## src/rtl/serial_adder_seq.sv

```systemverilog
`default_nettype none
// ============================================================================
//  Module      : serial_adder_seq
//  Description : Bit-serial ripple adder. Captures two WIDTH-bit operands on a
//                START pulse, adds one bit per clock through a single full-adder
//                cell plus a carry flip-flop, then presents the registered sum
//                and carry-out together with a one-cycle DONE pulse.
//                Optional build macro SERIAL_ADDER_SUB_EN adds a SUB input that
//                turns the operation into A - B (A + ~B + 1).
//  Revision    : 1.0 - initial release
// ============================================================================
module serial_adder_seq #(
    parameter int WIDTH = 8
) (
    input  logic             clk_i,
    input  logic             rst_n_i,
    input  logic             start_i,
    input  logic [WIDTH-1:0] a_i,
    input  logic [WIDTH-1:0] b_i,
    input  logic             cin_i,
`ifdef SERIAL_ADDER_SUB_EN
    input  logic             sub_i,
`endif
    output logic [WIDTH-1:0] sum_o,
    output logic             cout_o,
    output logic             busy_o,
    output logic             done_o
);

    // Counter only has to reach WIDTH-1, so clog2(WIDTH) bits suffice.
    localparam int                CNT_W    = (WIDTH > 1) ? $clog2(WIDTH) : 1;
    localparam logic [CNT_W-1:0]  CNT_LAST = CNT_W'(WIDTH - 1);

    typedef enum logic [1:0] {
        ST_IDLE = 2'd0,
        ST_RUN  = 2'd1,
        ST_FIN  = 2'd2
    } state_t;

    state_t             state_q, state_d;
    logic [WIDTH-1:0]   a_sr_q,  a_sr_d;
    logic [WIDTH-1:0]   b_sr_q,  b_sr_d;
    logic [WIDTH-1:0]   s_sr_q,  s_sr_d;
    logic               c_q,     c_d;
    logic [CNT_W-1:0]   cnt_q,   cnt_d;
    logic [WIDTH-1:0]   sum_q,   sum_d;
    logic               cout_q,  cout_d;
    logic               busy_q,  busy_d;
    logic               done_q,  done_d;

    // Values loaded on an accepting edge; subtraction feeds ~B with carry 1.
    logic [WIDTH-1:0]   w_b_load;
    logic               w_c_load;

`ifdef SERIAL_ADDER_SUB_EN
    assign w_b_load = sub_i ? ~b_i : b_i;
    assign w_c_load = sub_i ? 1'b1 : cin_i;
`else
    assign w_b_load = b_i;
    assign w_c_load = cin_i;
`endif

    // The single full-adder cell working on the current LSBs.
    logic w_s;
    logic w_carry;
    assign w_s     = a_sr_q[0] ^ b_sr_q[0] ^ c_q;
    assign w_carry = (a_sr_q[0] & b_sr_q[0]) | (a_sr_q[0] & c_q) | (b_sr_q[0] & c_q);

    // The LSB of the sum shift register falls off on every shift and is never
    // part of a result; tie it to a sink so it is visibly intentional.
    logic w_unused_s_lsb;
    assign w_unused_s_lsb = s_sr_q[0];

    // Next-state, datapath and registered-output decode for the serial FSM.
    always_comb begin
        state_d = state_q;
        a_sr_d  = a_sr_q;
        b_sr_d  = b_sr_q;
        s_sr_d  = s_sr_q;
        c_d     = c_q;
        cnt_d   = cnt_q;
        sum_d   = sum_q;
        cout_d  = cout_q;
        busy_d  = 1'b0;
        done_d  = 1'b0;

        case (state_q)
            ST_IDLE, ST_FIN: begin
                // FIN behaves like IDLE for acceptance, giving back-to-back starts.
                if (start_i) begin
                    a_sr_d  = a_i;
                    b_sr_d  = w_b_load;
                    c_d     = w_c_load;
                    cnt_d   = '0;
                    state_d = ST_RUN;
                    busy_d  = 1'b1;
                end else begin
                    state_d = ST_IDLE;
                end
            end

            ST_RUN: begin
                // One bit per cycle; START is ignored while running.
                a_sr_d = {1'b0, a_sr_q[WIDTH-1:1]};
                b_sr_d = {1'b0, b_sr_q[WIDTH-1:1]};
                s_sr_d = {w_s, s_sr_q[WIDTH-1:1]};
                c_d    = w_carry;
                if (cnt_q == CNT_LAST) begin
                    // Publish only the complete result; counter holds, never wraps.
                    sum_d   = {w_s, s_sr_q[WIDTH-1:1]};
                    cout_d  = w_carry;
                    state_d = ST_FIN;
                    done_d  = 1'b1;
                end else begin
                    cnt_d  = cnt_q + CNT_W'(1);
                    busy_d = 1'b1;
                end
            end

            default: begin
                state_d = ST_IDLE;
            end
        endcase
    end

    // State, datapath and output registers; async reset aborts any computation.
    always_ff @(posedge clk_i or negedge rst_n_i) begin
        if (!rst_n_i) begin
            state_q <= ST_IDLE;
            a_sr_q  <= '0;
            b_sr_q  <= '0;
            s_sr_q  <= '0;
            c_q     <= 1'b0;
            cnt_q   <= '0;
            sum_q   <= '0;
            cout_q  <= 1'b0;
            busy_q  <= 1'b0;
            done_q  <= 1'b0;
        end else begin
            state_q <= state_d;
            a_sr_q  <= a_sr_d;
            b_sr_q  <= b_sr_d;
            s_sr_q  <= s_sr_d;
            c_q     <= c_d;
            cnt_q   <= cnt_d;
            sum_q   <= sum_d;
            cout_q  <= cout_d;
            busy_q  <= busy_d;
            done_q  <= done_d;
        end
    end

    assign sum_o  = sum_q;
    assign cout_o = cout_q;
    assign busy_o = busy_q;
    assign done_o = done_q;

endmodule
`default_nettype wire

```

## config.mk

```make
export PLATFORM = sky130hd
export DESIGN_NAME = serial_adder_seq
export DESIGN_NICKNAME = d
export VERILOG_FILES = /design/src/rtl/serial_adder_seq.sv
export SDC_FILE = /design/constraint.sdc
export NUM_CORES = 1
export LEC_CHECK = 0
export ABC_CLOCK_PERIOD_IN_PS = 2000
export BUFFER_PORTS_ARGS = -buffer_cell sky130_fd_sc_hd__buf_4
export CORE_MARGIN = 2
export CORE_UTILIZATION = 30
export DETAILED_ROUTE_END_ITERATION = 7
export PLACE_DENSITY = 0.6
export SYNTH_ARGS = -nofsm -noshare
export SYNTH_HDL_FRONTEND = slang
export SYNTH_SLANG_ARGS = --single-unit
export TNS_END_PERCENT = 10
```

## constraint.sdc

```tcl
create_clock -name clk_i -period 2 [get_ports clk_i]
set_input_delay 0.4 -clock clk_i [delete_from_list [all_inputs] [get_ports clk_i]]
set_output_delay 0.4 -clock clk_i [all_outputs]
set_load 0.02 [all_outputs]
```

==> summary.log, run 1 <==
[clock_network] setup repair bufs after CTS 0
[clock_network] clock-pin slew on the worst setup and hold paths 0.08 ns
[drt] met2 wirelength from detailed routing 1540 um
[cells_and_area] number of diodes 0
[timing] final worst path period share 79.5%
[flow_run] number of violations of the max-capacitance limit 0
[timing] shortest clock period the worst path allows after layout 1.59 ns
[power_and_ir_drop] PnR Total Power 0.00337 W
[place] count of buffers from port buffering 30
[timing] maximum clock rate 0.629 GHz
[timing] total negative setup slack 0 ns
[yosys] cell area after synthesis 2020 sq um
[critical_path] worst reg2reg path startpoint cnt_q[0]
[global_route] antenna violations before repair 0
[critical_path] total buffers and inverters traversed by the critical path 0
[drt] routed length per placed instance 14.0 um
[critical_path] classification of the worst setup path register to register
[global_route] total track usage 10.3%
[timing] actual transition at the worst max-transition pin 0.508 ns
[floorplanning] row count 29
[critical_path] largest stage delay on the critical path 0.55 ns
[drt] starting DRC count in detailed routing 62
[critical_path] Top Family by Delay on Critical Path simple AND/OR/NAND/NOR gates
[critical_path] Worst R2R Path Depth 4
[clock_network] Gates resized, CTS repair 0
[critical_path] slowest stage cell, crit path or4b_1
[yosys] Syn Inst Count 136
[timing] Hold WS 0.0717 ns
[yosys] Yosys reg bits 40
[place] dpl hpwl 2350 um
[timing] Slew Viols, Final 0
[critical_path] Crit. Startpoint cnt_q[0]
[power_and_ir_drop] leakage 1.22 nW
[critical_path] critical path fanouts, max 5
[critical_path] cell occurring most often along the worst timing path ha_1
[yosys] post-synthesis sequential area ratio 49.6%
[critical_path] data required time at the worst endpoint 2.22 ns
[floorplanning] core area 6420 sq um
[drt] Met1 Routed Length 1700 um
[yosys] syn_area_per_cell 14.8 sq um
[drt] met3 WL post-DR 174 um
[cells_and_area] Net count, final 191
[drt] drt pass-1 iters 2
[power_and_ir_drop] Power Density 1410 nW/um^2
[drt] final antenna-violating net count 0
[cells_and_area] area of all placed cells without fillers 2380 sq um
[cells_and_area] leading cell types in the layout, fill and taps excluded mux2i_1, dfrtp_1, buf_4, mux2_4, clkbuf_8
[global_route] global-route wire length before repair 5910 um
[clock_network] clock latency on the worst-skew pair 0.30 ns
[place] weighted congestion at the end of routability-driven global placement 0.680
[global_route] total gr overflow 0
[worst_hold_path] path class of the lowest-slack min-delay path input port to async pin
[clock_network] number of buffers created by CTS 5
[floorplanning] number of primary I/O pins 31
[timing] final setup violating endpoints 0
[clock_network] count of H-tree levels built during CTS 2
[critical_path] CP Capture Type register
[yosys] Yosys cell types 23
[clock_network] largest buffer count on any clock path 2
[critical_path] CP Launch Type register
[yosys] proportion of synthesized flip-flops having asynchronous set or reset 100%
[floorplanning] Initial Utilization 31.4%
[cells_and_area] area overhead of the layout relative to synthesis 18.0%
[yosys] total number of yosys warnings 0
[timing] worst max-slew margin expressed relative to the limit 66.1%
[drt] ratio of routed vias to standard cells 4.66
[critical_path] data arrival time of the worst path 1.81 ns
[yosys] Syn Nets 159
[clock_network] clock tree sinks 40
[cells_and_area] share of post-route cells with drive strength above 1 36.7%
[critical_path] capturing element of the worst setup path cnt_q[0]
[place] placed cell area 2270 sq um
[clock_network] clock tree from TritonCTS done
[power_and_ir_drop] worst ir drop on vdd 0.395 mV
[yosys] number of enable flip-flop cells after synthesis 0
[floorplanning] Total Die Area 7400 sq um
[drt] vias post-DR 1,147
[clock_network] CTS root buf clkbuf_8
[yosys] commonest register cell after synthesis dfrtp_1
[status] run status finished, final reports clean
[cells_and_area] most frequent standard cell in the layout excluding fill and tap cells mux2i_1
[clock_network] quantity of hold-fixing buffers added after cts 0
[critical_path] stages on the worst setup path 4
[floorplanning] Die Height 86.0 um
[timing] maximum clock skew at final layout 0.00929 ns
[floorplanning] horizontal extent of the die 86.0 um
[global_route] via count of the first global-routing pass 1,216
[drt] DRC violation count after routing 0
[global_route] largest net degree at the start of global routing 41
[timing] unrepaired setup endpoints after global routing no
[critical_path] worst reg2reg endpoint cnt_q[0]
[critical_path] ordered cell list for the critical path ha_1 > ha_1 > or4b_1 > o211ai_2
[drt] uppermost routed layer met4
[timing] Hold Fails Final Rpt 0
[drt] total wire length after detailed routing 3450 um
[critical_path] setup slack, reg-to-reg 0.41 ns
-- cells by family (layout without fill, tap and decap cells) --
family | Yosys count | in the layout | share of synthesized area, %
AO/OA/AOI/OAI | 7 | 7 | 3.10
adder cells (fa/ha/maj) | 3 | 3 | 2.23
buffers and inverters | 11 | 44 | 5.14
flip-flops | 40 | 40 | 49.6
multiplexers | 65 | 65 | 36.1
AND/OR/NAND/NOR | 10 | 10 | 3.84
-- synthesized netlist by cell type (2+ instances only) --
cell | count | area, sq um
mux2_2 | 3 | 33.8
o21ai_0 | 2 | 10.0
nor3b_1 | 2 | 15.0
buf_6 | 5 | 56.3
dfrtp_1 | 40 | 1000
buf_4 | 2 | 15.0
mux2i_1 | 47 | 470
nand3_1 | 2 | 10.0
inv_1 | 2 | 7.51
a311o_1 | 2 | 20.0
o211a_1 | 2 | 20.0
ha_1 | 2 | 25.0
mux2_4 | 15 | 225
-- worst register-to-register path: cells and delay by family (launching register included) --
kind                     cells  cell delay [ns]
AND/OR/NAND/NOR              1             0.56
adder cells (fa/ha/maj)      2             0.47
flip-flops                   1             0.41
AO/OA/AOI/OAI                1             0.08
-- flip-flops by register name, summed over array words and instances (netlist names), 2 cells and up --
| signal | cells |
|---|---|
| a_sr_q | 8 |
| b_sr_q | 8 |
| sum_o | 8 |
| s_sr_q | 7 |
| cnt_q | 3 |
| state_q | 2 |
-- worst min-delay path by stage --
stage,depth (start not counted),startpoint,end,slack (ns)
after detailed placement,1,rst_n_i,sum_o[1],0.42
after CTS,1,rst_n_i,sum_o[1],0.09
final,1,rst_n_i,sum_o[1],0.07
after global routing,1,rst_n_i,sum_o[1],0.11
after floorplan,0,rst_n_i,a_sr_q[0],0.10
after global placement,1,rst_n_i,sum_o[1],0.42
-- through the flow --
stage                     instances  setup slack [ns]  util, %
final                           246             0.410     37.1
after floorplan                 136             0.495        -
after CTS                       246             0.407     37.1
after detailed placement        238             0.428     35.4
after global routing            246             0.324     37.1
after global placement          238             0.445     35.4
-- where the power goes --
part           internal [W]  total (W)  switching, W
logic              0.000782    0.00133      0.000551
registers           0.00114    0.00138      0.000244
clock network      0.000370   0.000653      0.000283
total               0.00229    0.00337       0.00108
-- metal layers --
| metal | vias to the layer above | global-route usage [%] |
|---|---|---|
| met2 | 31 | 15.6 |
| li1 | 554 | - |
| met3 | 5 | 2.89 |
| met4 | 0 | 3.90 |
| met1 | 557 | 14.1 |
| met5 | - | 0 |
-- area by class of cell --
| cell class | count | area, sq um |
|---|---|---|
| Fill cell | 607 | 4040 |
| Sequential cell | 40 | 1000 |
| Multi-Input combinational cell | 85 | 915 |
| Timing Repair Buffer | 34 | 255 |
| Tap cell | 77 | 96.3 |
| Clock buffer | 6 | 72.6 |
| Clock inverter | 2 | 35.0 |
| Inverter | 2 | 7.51 |
Note: power is estimated with default switching activity, not from simulation.
==> inputs of run 2 (changes only) <==
Settings changed: ABC_CLOCK_PERIOD_IN_PS 2000 to 1300, PLACE_DENSITY 0.6 to 0.61.
Clock period 2 ns to 1.3 ns, I/O delays scaled along.
==> run 2 against run 1 <==
Effect of this change: utilization rose by 2.2 points; combinational power rose by 74%; critical endpoint unchanged; the flow now finishes with violations (setup timing); highest routed layer unchanged; largest power group is now combinational logic; critical path type unchanged; sequential cell count did not move.
==> summary.log, run 2 (synthesis gave the netlist of run 1 again) <==
[clock_network] largest buffer count on any clock path 2 [unchanged]
[timing] Slew Viols, Final 0 [unchanged]
[global_route] antenna violations before repair 0 [unchanged]
[cells_and_area] number of diodes 0 [unchanged]
[critical_path] CP Launch Type register
[critical_path] data arrival time of the worst path 1.62 ns [-0.19 ns]
[global_route] largest net degree at the start of global routing 41 [unchanged]
[timing] shortest clock period the worst path allows after layout 1.41 ns [-0.179 ns]
[place] number of cells in the design after placement 248 [+4.2%]
[global_route] global-route wire length before repair 5990 um [+1.3%]
[drt] ratio of routed vias to standard cells 4.59 [-1.5%]
[critical_path] classification of the worst setup path register to register
[critical_path] CP Capture Type register
[floorplanning] Initial Utilization 31.4% [unchanged]
[critical_path] worst reg2reg endpoint cnt_q[0]
[cells_and_area] leading cell types in the layout, fill and taps excluded mux2i_1, buf_4, dfrtp_1, mux2_4, clkbuf_8
[cells_and_area] area overhead of the layout relative to synthesis 24.9%
[clock_network] CTS root buf clkbuf_8
[power_and_ir_drop] worst ir drop on vdd 0.757 mV [+91%]
[global_route] total track usage 10.4% [+0.031 points]
[place] dpl hpwl 2410 um [+2.6%]
[critical_path] ordered cell list for the critical path ha_2 > ha_4 > or4b_4 > o211ai_2
[worst_hold_path] Hold Path End b_sr_q[2]
[cells_and_area] most frequent standard cell in the layout excluding fill and tap cells mux2i_1
[timing] post-route worst setup slack -0.111 ns [-0.521 ns]
[timing] unrepaired setup endpoints after global routing yes
[critical_path] Worst R2R Path Depth 4 [unchanged]
[cells_and_area] final standard cell count with taps included and fillers excluded 258 [+4.9%]
[power_and_ir_drop] Power Density 2200 nW/um^2 [+56%]
[cells_and_area] area of all placed cells without fillers 2520 sq um [+5.9%]
[drt] routed length per placed instance 13.8 um [-1.9%]
[worst_hold_path] path class of the lowest-slack min-delay path input port to register
[clock_network] clock tree from TritonCTS done
[cells_and_area] share of post-route cells with drive strength above 1 43.1% [+6.4 points]
[drt] vias post-DR 1,185 [+3.3%]
[status] violated checks setup timing
[drt] total wire length after detailed routing 3550 um [+2.9%]
[worst_hold_path] hold path depth 3
[critical_path] data required time at the worst endpoint 1.51 ns [-0.71 ns]
[timing] maximum clock rate 0.709 GHz [+13%]
[clock_network] count of H-tree levels built during CTS 2 [unchanged]
[status] run status complete, but fails checks
[power_and_ir_drop] leakage 1.29 nW [+5.4%]
[critical_path] critical path fanouts, max 6 [+1]
[timing] maximum clock skew at final layout 0.00708 ns [-0.00221 ns]
[place] weighted congestion at the end of routability-driven global placement 0.745 [+9.4%]
[floorplanning] Die Height 86.0 um [unchanged]
[clock_network] clock-pin slew on the worst setup and hold paths 0.08 ns [about the same]
[clock_network] clock latency on the worst-skew pair 0.29 ns [about the same]
[floorplanning] row count 29 [unchanged]
[critical_path] largest stage delay on the critical path 0.48 ns [-0.07 ns]
[place] count of buffers from port buffering 30 [unchanged]
[timing] final worst path period share 109% [+29 points]
[clock_network] clock tree sinks 40 [unchanged]
[floorplanning] horizontal extent of the die 86.0 um [unchanged]
[global_route] total gr overflow 0 [unchanged]
[timing] actual transition at the worst max-transition pin 0.507 ns [-0.00116 ns]
[critical_path] worst reg2reg path startpoint cnt_q[1]
[timing] worst max-slew margin expressed relative to the limit 66.2% [+0.078 points]
[floorplanning] Total Die Area 7400 sq um [unchanged]
[drt] starting DRC count in detailed routing 34 [-45%]
[flow_run] number of violations of the max-capacitance limit 0 [unchanged]
[clock_network] number of buffers created by CTS 5 [unchanged]
[critical_path] setup slack, reg-to-reg -0.11 ns [-0.52 ns]
[drt] drt pass-1 iters 3 [+1]
[timing] final setup violating endpoints 14 [+14]
[drt] DRC violation count after routing 0 [unchanged]
[cells_and_area] Net count, final 203 [+6.3%]
[floorplanning] core area 6420 sq um [unchanged]
[drt] final antenna-violating net count 0 [unchanged]
[global_route] via count of the first global-routing pass 1,253 [+3.0%]
[cells_and_area] final core occ 39.3% [+2.2 points]
[cells_and_area] combined area of the multi-input logic cells 951 sq um [+4.0%]
[place] placed cell area 2360 sq um [+4.0%]
[cells_and_area] count of fill cells added during filler insertion 616 [+1.5%]
[critical_path] slowest stage cell, crit path or4b_4
[timing] Hold Fails Final Rpt 0 [unchanged]
[floorplanning] number of primary I/O pins 31 [unchanged]
[worst_hold_path] Min-Delay Startpoint b_i[2]
[cells_and_area] Sequential cell area 1000 sq um [unchanged]
## run 2: per-stage QoR
step / setup TNS [ns] / setup WS, ns / hold slack [ns] / total power [W]
3_3_place_gp: -0.763 / -0.0968 / 0.270 / 0.00441
3_5_place_dp: -1.00 / -0.119 / 0.272 / 0.00445
5_1_grt: -1.89 / -0.151 / 0.255 / 0.00592
2_1_floorplan: -0.650 / -0.0688 / -0.0356 / 0.00378
6_report: -0.800 / -0.111 / 0.255 / 0.00555
4_1_cts: -1.10 / -0.124 / 0.253 / 0.00563
## run 2: area by class of cell
cell class / instances / share of cell area, %
repair buffers: 45 / 13.5
clock inverters: 1 / 1.19
inverters: 2 / 0.298
clock buffers: 7 / 3.82
multi-input cells: 86 / 37.7
well taps: 77 / 3.82
flip-flops and latches: 40 / 39.7
## run 2: how the worst max path moves through the flow
| stage | start | to | slack, ns | depth (start not counted) |
|---|---|---|---|---|
| 2_1_floorplan | cnt_q[1] | cout_o | -0.07 | 5 |
| 5_1_grt | cnt_q[1] | cnt_q[0] | -0.15 | 4 |
| 3_5_place_dp | cnt_q[1] | sum_o[0] | -0.12 | 4 |
| 4_1_cts | cnt_q[0] | cnt_q[0] | -0.12 | 4 |
| 3_3_place_gp | cnt_q[1] | sum_o[0] | -0.1 | 4 |
| 6_report | cnt_q[1] | cnt_q[0] | -0.11 | 4 |
## run 2: metal layers
layer	up-vias	GRT usage, %	share of wire, %
met5	-	0	0
met4	0	3.03	0.82
met3	5	3.75	6.0
met2	31	15.5	44
met1	556	14.1	49
li1	593	-	-
## run 2: where the power goes
group          internal, W  switching (W)
registers          0.00175       0.000384
logic              0.00141       0.000908
clock network     0.000677       0.000422
total              0.00384        0.00171
## run 2: timing repair
item | 4_1_cts | 5_1_grt
pin swaps | 3 | 4
endpoints found under the setup margin | 14 | 27
hold endpoints to repair | 40 | 0
resized for setup | 2 | 1
cloned | 1 | 0
hold buffers | 1 | 0
buffers inserted | 0 | 0
## run 2: worst max-delay path: cells and delay by family (launching register included)
kind | cells | cell delay, ns
adder cells (fa/ha/maj) | 2 | 0.39
flip-flops | 1 | 0.39
AO/OA/AOI/OAI | 1 | 0.08
AND/OR/NAND/NOR | 1 | 0.48
==> inputs of run 3 (changes only) <==
Settings changed: CORE_UTILIZATION 30 to 39, PLACE_DENSITY 0.61 to 0.73.
==> run 3 against run 2 <==
Effect of this change: the flow still finishes with violations (setup timing); utilization increased by 10 points; sequential share of layout area increased by 0.31 points; clock power decreased by 8%; fmax decreased by 0.11%; critical path type unchanged.
==> summary.log, run 3 (synthesis gave the netlist of run 1 again) <==
[global_route] total gr overflow 0 [unchanged]
[clock_network] number of buffers created by CTS 5 [unchanged]
[power_and_ir_drop] Clock Power Share 18.1% [-1.7 points]
[worst_hold_path] path class of the lowest-slack min-delay path input port to register
[cells_and_area] Net count, final 201 [-0.99%]
[power_and_ir_drop] net switching power 0.00180 W [+5.0%]
[cells_and_area] area overhead of the layout relative to synthesis 24.1%
[drt] vias post-DR 1,221 [+3.0%]
[timing] actual transition at the worst max-transition pin 0.514 ns [+0.00718 ns]
[cells_and_area] count of fill cells added during filler insertion 436 [-29%]
[global_route] largest net degree at the start of global routing 41 [unchanged]
[cells_and_area] final core occ 49.7% [+10 points]
[drt] total wire length after detailed routing 3780 um [+6.3%]
[critical_path] data required time at the worst endpoint 1.53 ns [+0.02 ns]
[timing] Hold Fails Final Rpt 0 [unchanged]
[drt] ratio of routed vias to standard cells 4.90 [+6.8%]
[power_and_ir_drop] sequential share of power 38.7% [+0.2 points]
[status] run status complete, but fails checks
[clock_network] clock-pin slew on the worst setup and hold paths 0.08 ns [about the same]
[drt] routed length per placed instance 15.2 um [+10%]
[cells_and_area] number of diodes 0 [unchanged]
[timing] final worst path period share 109% [+0.11 points]
[critical_path] data arrival time of the worst path 1.64 ns [+0.02 ns]
[place] weighted congestion at the end of routability-driven global placement 0.709 [-4.8%]
[cells_and_area] share of post-route cells with drive strength above 1 43.0% [-0.077 points]
[critical_path] critical path fanouts, max 6 [unchanged]
[clock_network] CTS root buf clkbuf_8
[power_and_ir_drop] worst ir drop on vdd 0.907 mV [+20%]
[status] violated checks setup timing
[power_and_ir_drop] Sw Ratio 32.3% [+1.5 points]
[drt] final antenna-violating net count 0 [unchanged]
[cells_and_area] area of all placed cells without fillers 2510 sq um [-0.65%]
[clock_network] count of H-tree levels built during CTS 2 [unchanged]
[cells_and_area] leading cell types in the layout, fill and taps excluded mux2i_1, buf_4, dfrtp_1, mux2_4, clkbuf_8
[power_and_ir_drop] Comb pwr share 43.2% [+1.5 points]
[global_route] via count of the first global-routing pass 1,330 [+6.1%]
[timing] post-route worst setup slack -0.113 ns [-0.00149 ns]
[global_route] total track usage 14.3% [+3.9 points]
[critical_path] classification of the worst setup path register to register
[timing] maximum clock skew at final layout 0.0104 ns [+0.00334 ns]
[place] dpl hpwl 2540 um [+5.1%]
[global_route] antenna violations before repair 0 [unchanged]
[floorplanning] core area 5040 sq um [-21%]
[drt] drt pass-1 iters 4 [+1]
[timing] unrepaired setup endpoints after global routing yes
[critical_path] CP Launch Type register
[floorplanning] row count 26 [-10%]
[clock_network] clock tree sinks 40 [unchanged]
[critical_path] ordered cell list for the critical path ha_2 > ha_4 > or4b_4 > o211ai_2
[floorplanning] horizontal extent of the die 76.0 um [-12%]
[power_and_ir_drop] Power Density 2220 nW/um^2 [+0.89%]
[power_and_ir_drop] leakage 1.28 nW [-0.63%]
[floorplanning] Total Die Area 5770 sq um [-22%]
[power_and_ir_drop] Int Pwr 0.00377 W [-1.9%]
[floorplanning] number of primary I/O pins 31 [unchanged]
[critical_path] slowest stage cell, crit path or4b_4
[global_route] global-route wire length before repair 6540 um [+9.2%]
[floorplanning] Initial Utilization 40.0% [+8.6 points]
[drt] DRC violation count after routing 0 [unchanged]
[clock_network] clock tree from TritonCTS done
[drt] starting DRC count in detailed routing 88 [+160%]
[timing] maximum clock rate 0.708 GHz [-0.11%]
[timing] shortest clock period the worst path allows after layout 1.41 ns [+0.00149 ns]
[critical_path] CP Capture Type register
[floorplanning] Die Height 76.0 um [-12%]
[timing] final setup violating endpoints 14 [unchanged]
[timing] Hold WS 0.254 ns [-0.000110 ns]
[critical_path] largest stage delay on the critical path 0.49 ns [about the same]
[timing] Slew Viols, Final 0 [unchanged]
[timing] worst max-slew margin expressed relative to the limit 65.7% [-0.48 points]
[place] placed cell area 2350 sq um [-0.79%]
[flow_run] number of violations of the max-capacitance limit 0 [unchanged]
[place] count of buffers from port buffering 30 [unchanged]
[cells_and_area] most frequent standard cell in the layout excluding fill and tap cells mux2i_1
[clock_network] clock latency on the worst-skew pair 0.29 ns [about the same]
[clock_network] largest buffer count on any clock path 2 [unchanged]
-- run 3: through the flow --
step                setup TNS [ns]  total power [W]  cells  worst slack [ns]
floorplan                   -0.650          0.00378    136           -0.0688
global placement            -0.595          0.00435    238           -0.0839
detailed placement           -1.15          0.00450    238            -0.128
CTS                          -1.11          0.00559    248            -0.106
global route                 -1.70          0.00590    249            -0.134
finish                      -0.846          0.00557    249            -0.113
-- run 3: timing repair --
action                     4_1_cts  5_1_grt
hold endpoints to repair        40        0
hold buffers                     1        0
gates resized for setup          2        3
cloned                           1        0
setup endpoints to repair       14       26
pin swaps                        6        0
setup buffers                    1        1
-- run 3: routing by layer --
layer	global-route usage [%]	routed length (um)	vias to the layer above
li1	-	-	579
met1	17.7	1630	610
met2	23.0	1920	24
met3	4.17	147	8
met4	6.55	82	0
met5	0	0	-
-- run 3: final timing paths --
path	cells past startpoint	slack, ns	endpoint	start
setup / recovery	4	-0.11	cnt_q[0]	cnt_q[0]
hold reg to reg	1	0.51	sum_o[6]	sum_o[6]
max in group asynchronous	2	0.45	state_q[0]	rst_n_i
setup reg to reg	4	-0.11	cnt_q[0]	cnt_q[0]
hold / removal	3	0.25	c_q	cin_i
min in group asynchronous	2	0.47	sum_o[7]	rst_n_i
-- run 3: final cells by class --
class / instances / area [sq um] / area share, %
clock inverters: 3 / 42.5 / 1.70
clock buffers: 5 / 68.8 / 2.75
repair buffers: 43 / 338 / 13.5
flip-flops and latches: 40 / 1000 / 40.0
multi-input cells: 86 / 960 / 38.3
well taps: 70 / 87.6 / 3.49
inverters: 2 / 7.51 / 0.300
-- run 3: power groups by stage --
stage,logic [W],clock network [W],registers [W]
2_1_floorplan,0.00154,0,0.00225
3_3_place_gp,0.00223,0,0.00212
3_5_place_dp,0.00234,0,0.00216
4_1_cts,0.00240,0.00104,0.00215
5_1_grt,0.00258,0.00109,0.00223
6_report,0.00241,0.00101,0.00215
-- run 3: worst max-delay path: cells and delay by family (launching register included) --
family / cells / cell delay [ns]
adder cells (fa/ha/maj): 2 / 0.40
AND/OR/NAND/NOR: 1 / 0.49
AO/OA/AOI/OAI: 1 / 0.07
flip-flops: 1 / 0.40
